[src/rtl/mult_sequencer.sv]
// Control sequencer for the 4x4 shift-add multiplier datapath.
// Walks LOAD, INIT, four ITER steps, OUT and DONE, driving the datapath control lines.
module mult_sequencer (
    input  logic sys_clk,
    input  logic sys_rst,
    input  logic start,
    input  logic flag,
    output logic busy,
    output logic done,
    output logic enA,
    output logic enB,
    output logic enDPO,
    output logic ABsel,
    output logic sr_c1,
    output logic sr_c0,
    output logic enSR,
    output logic SRsel,
    output logic alu_c2,
    output logic alu_c1,
    output logic alu_c0,
    output logic enACC,
    output logic clrACC
);

    localparam int unsigned K_W   = 2;
    localparam int unsigned ALU_W = 3;

    typedef enum logic [2:0] {
        S_IDLE = 3'd0,
        S_LOAD = 3'd1,
        S_INIT = 3'd2,
        S_ITER = 3'd3,
        S_OUT  = 3'd4,
        S_DONE = 3'd5
    } state_t;

    state_t           r_state;
    logic [K_W-1:0]   r_k;
    logic [ALU_W-1:0] w_alu;

    // State register and iteration counter
    always_ff @(posedge sys_clk) begin
        if (sys_rst) begin
            r_state <= S_IDLE;
            r_k     <= '0;
        end else begin
            case (r_state)
                S_IDLE: if (start) r_state <= S_LOAD;
                S_LOAD: r_state <= S_INIT;
                S_INIT: begin
                    r_k     <= '0;
                    r_state <= S_ITER;
                end
                S_ITER: begin
                    if (r_k == K_W'(3)) begin
                        r_state <= S_OUT;
                    end else begin
                        r_k <= r_k + K_W'(1);
                    end
                end
                S_OUT:  r_state <= S_DONE;
                S_DONE: r_state <= start ? S_LOAD : S_IDLE;
                default: r_state <= S_IDLE;
            endcase
        end
    end

    // Control decode; in ITER the add term follows the current multiplier LSB
    always_comb begin
        busy   = 1'b0;
        done   = 1'b0;
        enA    = 1'b0;
        enB    = 1'b0;
        enDPO  = 1'b0;
        ABsel  = 1'b0;
        sr_c1  = 1'b0;
        sr_c0  = 1'b0;
        enSR   = 1'b0;
        SRsel  = 1'b0;
        enACC  = 1'b0;
        clrACC = 1'b0;
        w_alu  = '0;
        case (r_state)
            S_LOAD: begin
                busy = 1'b1;
                enA  = 1'b1;
                enB  = 1'b1;
            end
            S_INIT: begin
                busy   = 1'b1;
                ABsel  = 1'b1;
                sr_c1  = 1'b1;
                sr_c0  = 1'b1;
                enSR   = 1'b1;
                clrACC = 1'b1;
            end
            S_ITER: begin
                busy  = 1'b1;
                sr_c0 = 1'b1;
                enSR  = 1'b1;
                if (flag) begin
                    w_alu = ALU_W'(r_k) + ALU_W'(1);
                    enACC = 1'b1;
                end
            end
            S_OUT: begin
                busy  = 1'b1;
                enDPO = 1'b1;
            end
            S_DONE: done = 1'b1;
            default: ;
        endcase
    end

    assign alu_c2 = w_alu[2];
    assign alu_c1 = w_alu[1];
    assign alu_c0 = w_alu[0];

endmodule

[config.mk]
export PLATFORM = sky130hd
export DESIGN_NAME = mult_sequencer
export DESIGN_NICKNAME = d
export VERILOG_FILES = /design/src/rtl/mult_sequencer.sv
export SDC_FILE = /design/constraint.sdc
export NUM_CORES = 1
export LEC_CHECK = 0
export ABC_AREA = 1
export BUFFER_PORTS_ARGS = -buffer_cell sky130_fd_sc_hd__buf_2
export CAP_MARGIN = 20
export CORE_AREA = 2 2 39 41
export CTS_CLUSTER_SIZE = 8
export DETAILED_ROUTE_END_ITERATION = 6
export DIE_AREA = 0 0 41 43
export RECOVER_POWER = 100
export SLEW_MARGIN = 20
export SYNTH_ARGS = -nofsm -noshare
export SYNTH_HDL_FRONTEND = slang
export SYNTH_SLANG_ARGS = --single-unit
[constraint.sdc]
create_clock -name sys_clk -period 1.2 [get_ports sys_clk]
set_clock_uncertainty 0.1 [all_clocks]
set_input_delay 0.18 -clock sys_clk [delete_from_list [all_inputs] [get_ports sys_clk]]
set_output_delay 0.18 -clock sys_clk [all_outputs]
set_load 0.1 [all_outputs]
==> run metrics <==
status=finished, violations left; failing checks=setup timing; crit path launch type=flop; layout cell share with drive strength beyond 1=76.5%; nets=91; hold crit path type=in2reg; Fill cells=97; dpl cells=96; # H-tree levels=1; MaxCap Viol Count=0; P&R area growth vs syn=147%; port bufs=17; synthesized area per cell=6.81 sq um; Reg2Reg Depth=6; GR Overflow Total=0; initial antenna violation count=0; total wire length=1.07 mm; fin cells=101; leakage power total=0.396 nW; die width=41 microns; Initial DRC Count=5; synthesized area=382 sq um; most frequent cells in the layout=14 x buf_12, 9 x buf_4, 5 x nand2_4, 5 x nor2_4, 5 x nand2_1; CP Data Arrival Time=1230 ps; largest net degree at the start of global routing=7; Peak Freq=662 MHz; core area=1380 sq um; post-synthesis sequential area ratio=26.2%; Vias/cell=4.59; fin worst setup slack=-310 ps; GPL Wtd Cong=0.782; Clock Sink Count=5; 1st-pass router iterations=4; routed len/inst=10.6 microns; Ys Warns=0; clock root buffer=clkbuf_4; post-synth cell types=21; setup TNS=-3760 ps; Tmin final=1510 ps; Synth top area share=26.2%; TritonCTS clock tree=done; vias in the first global route=439; critical-path maximum fanout=4; endpoint class of the critical path=output port; DR vias=464; chip height=43 microns; Residual DRC=0; initial cell density of the core=27.6%; post-synthesis cell count=56; number of synthesized register bits=5; RSZ-0062 raised after global routing=true; Post-CTS Hold Fix Bufs=0; first-pass GRT wire length=1.77 mm; top post-synthesis cells by area=dfxtp_1 26%, buf_4 9.8%, nand2_1 7.9%; final-report hold violation count=0; period utilization=126%; Hold Crit Depth=2; # diodes=0; CTS buffer count=3; final instance area=943 sq um; Synth area leader=dfxtp_1; hpwl dp=796 microns; worst slack, placed=-123 ps; register area=111 sq um; clk_lat worst skew=240 ps; clock slew seen by the registers of the worst setup and hold paths=40 ps; antenna-violating nets left=0; commonest non-fill, non-tap cell in the layout=buf_12; syn_nets=61; # IOs=19; kind of critical path=reg2out; row count=14; Die ar.=1760 sq um; PD cells=1530 nW/um^2; CTS max path bufs=2; area of the multi-input gates=328 sq um; Total GRT Usage=14.9%; Final Max Tran Viols=0; Post-DP Area=821 sq um; Worst EP required=920 ps; VDD IR max=814 uV; final setup fails=14
==> layout make-up <==
type / instances / share of cell area [%]
inverter: 9 / 5.31
sequential: 5 / 11.8
tap: 16 / 2.12
clock buffer: 4 / 2.79
timing repair buffer: 30 / 43.2
multi-input combinational: 37 / 34.7
==> critical path: stages (launching register included) <==
cell and delay [ps]:
dfxtp_2 360, inv_2 70, buf_4 140, nor3_2 210, buf_12 210
==> final timing paths <==
kind               from     end  slack, ps
max          r_state[2]    done       -310
min             sys_rst  r_k[1]         60
min reg2reg      r_k[1]  r_k[1]        390
max reg2reg  r_state[2]  r_k[1]         10
==> repair_timing <==
| action | CTS | global route |
|---|---|---|
| setup buffers | 4 | 1 |
| pin swaps | 10 | 5 |
| endpoints found under the hold margin | 0 | 0 |
| gates resized for setup | 18 | 6 |
| endpoints found under the setup margin | 18 | 19 |
==> state kept, by name, summed over array words and instances, names as in the netlist <==
register  flops
r_state       3
r_k           2
==> cells by family (layout without fill, tap and decap cells) <==
group | count (synthesis) | after routing | share of synthesized area, %
and+or+nand+nor | 29 | 29 | 37.7
buffers and inverters | 14 | 43 | 18.7
AOI/OAI and AO/OA | 6 | 6 | 13.1
DFF | 5 | 5 | 26.2
adders and majority gates | 1 | 1 | 3.28
other | 1 | 1 | 0.983
==> power breakdown <==
group          total (mW)  internal [mW]  switching (mW)
registers           0.229          0.190          0.0392
clock network       0.192          0.126          0.0660
logic                1.02          0.361           0.663
==> layer usage <==
metal	wire length, microns	track usage, %	vias to the layer above
met5	0	0	-
met4	0	6.00	0
met3	48	3.14	0
met2	662	24.7	15
met1	359	17.5	220
li1	-	-	229
==> per-stage QoR <==
step                      hold WS (ps)  total power [mW]  utilization, %
final                             55.1              1.45            68.2
after global routing              51.5              1.51            68.2
after CTS                         48.2              1.45            67.4
after detailed placement           323              1.18            59.3
after global placement             316              1.18            59.3
after floorplan                    136             0.894               -
==> cells in the mapped netlist, drive strengths merged <==
cell type / instances
buf: 5
nand3: 5
dfxtp: 5
conb: 1
a31oi: 1
nor2: 9
o21bai: 1
nor3: 3
ha: 1
nand4: 1
a21oi: 2
o21ai: 1
nand2: 11
inv: 9
a21boi: 1
No activity file was read; power rests on OpenSTA's default activity.
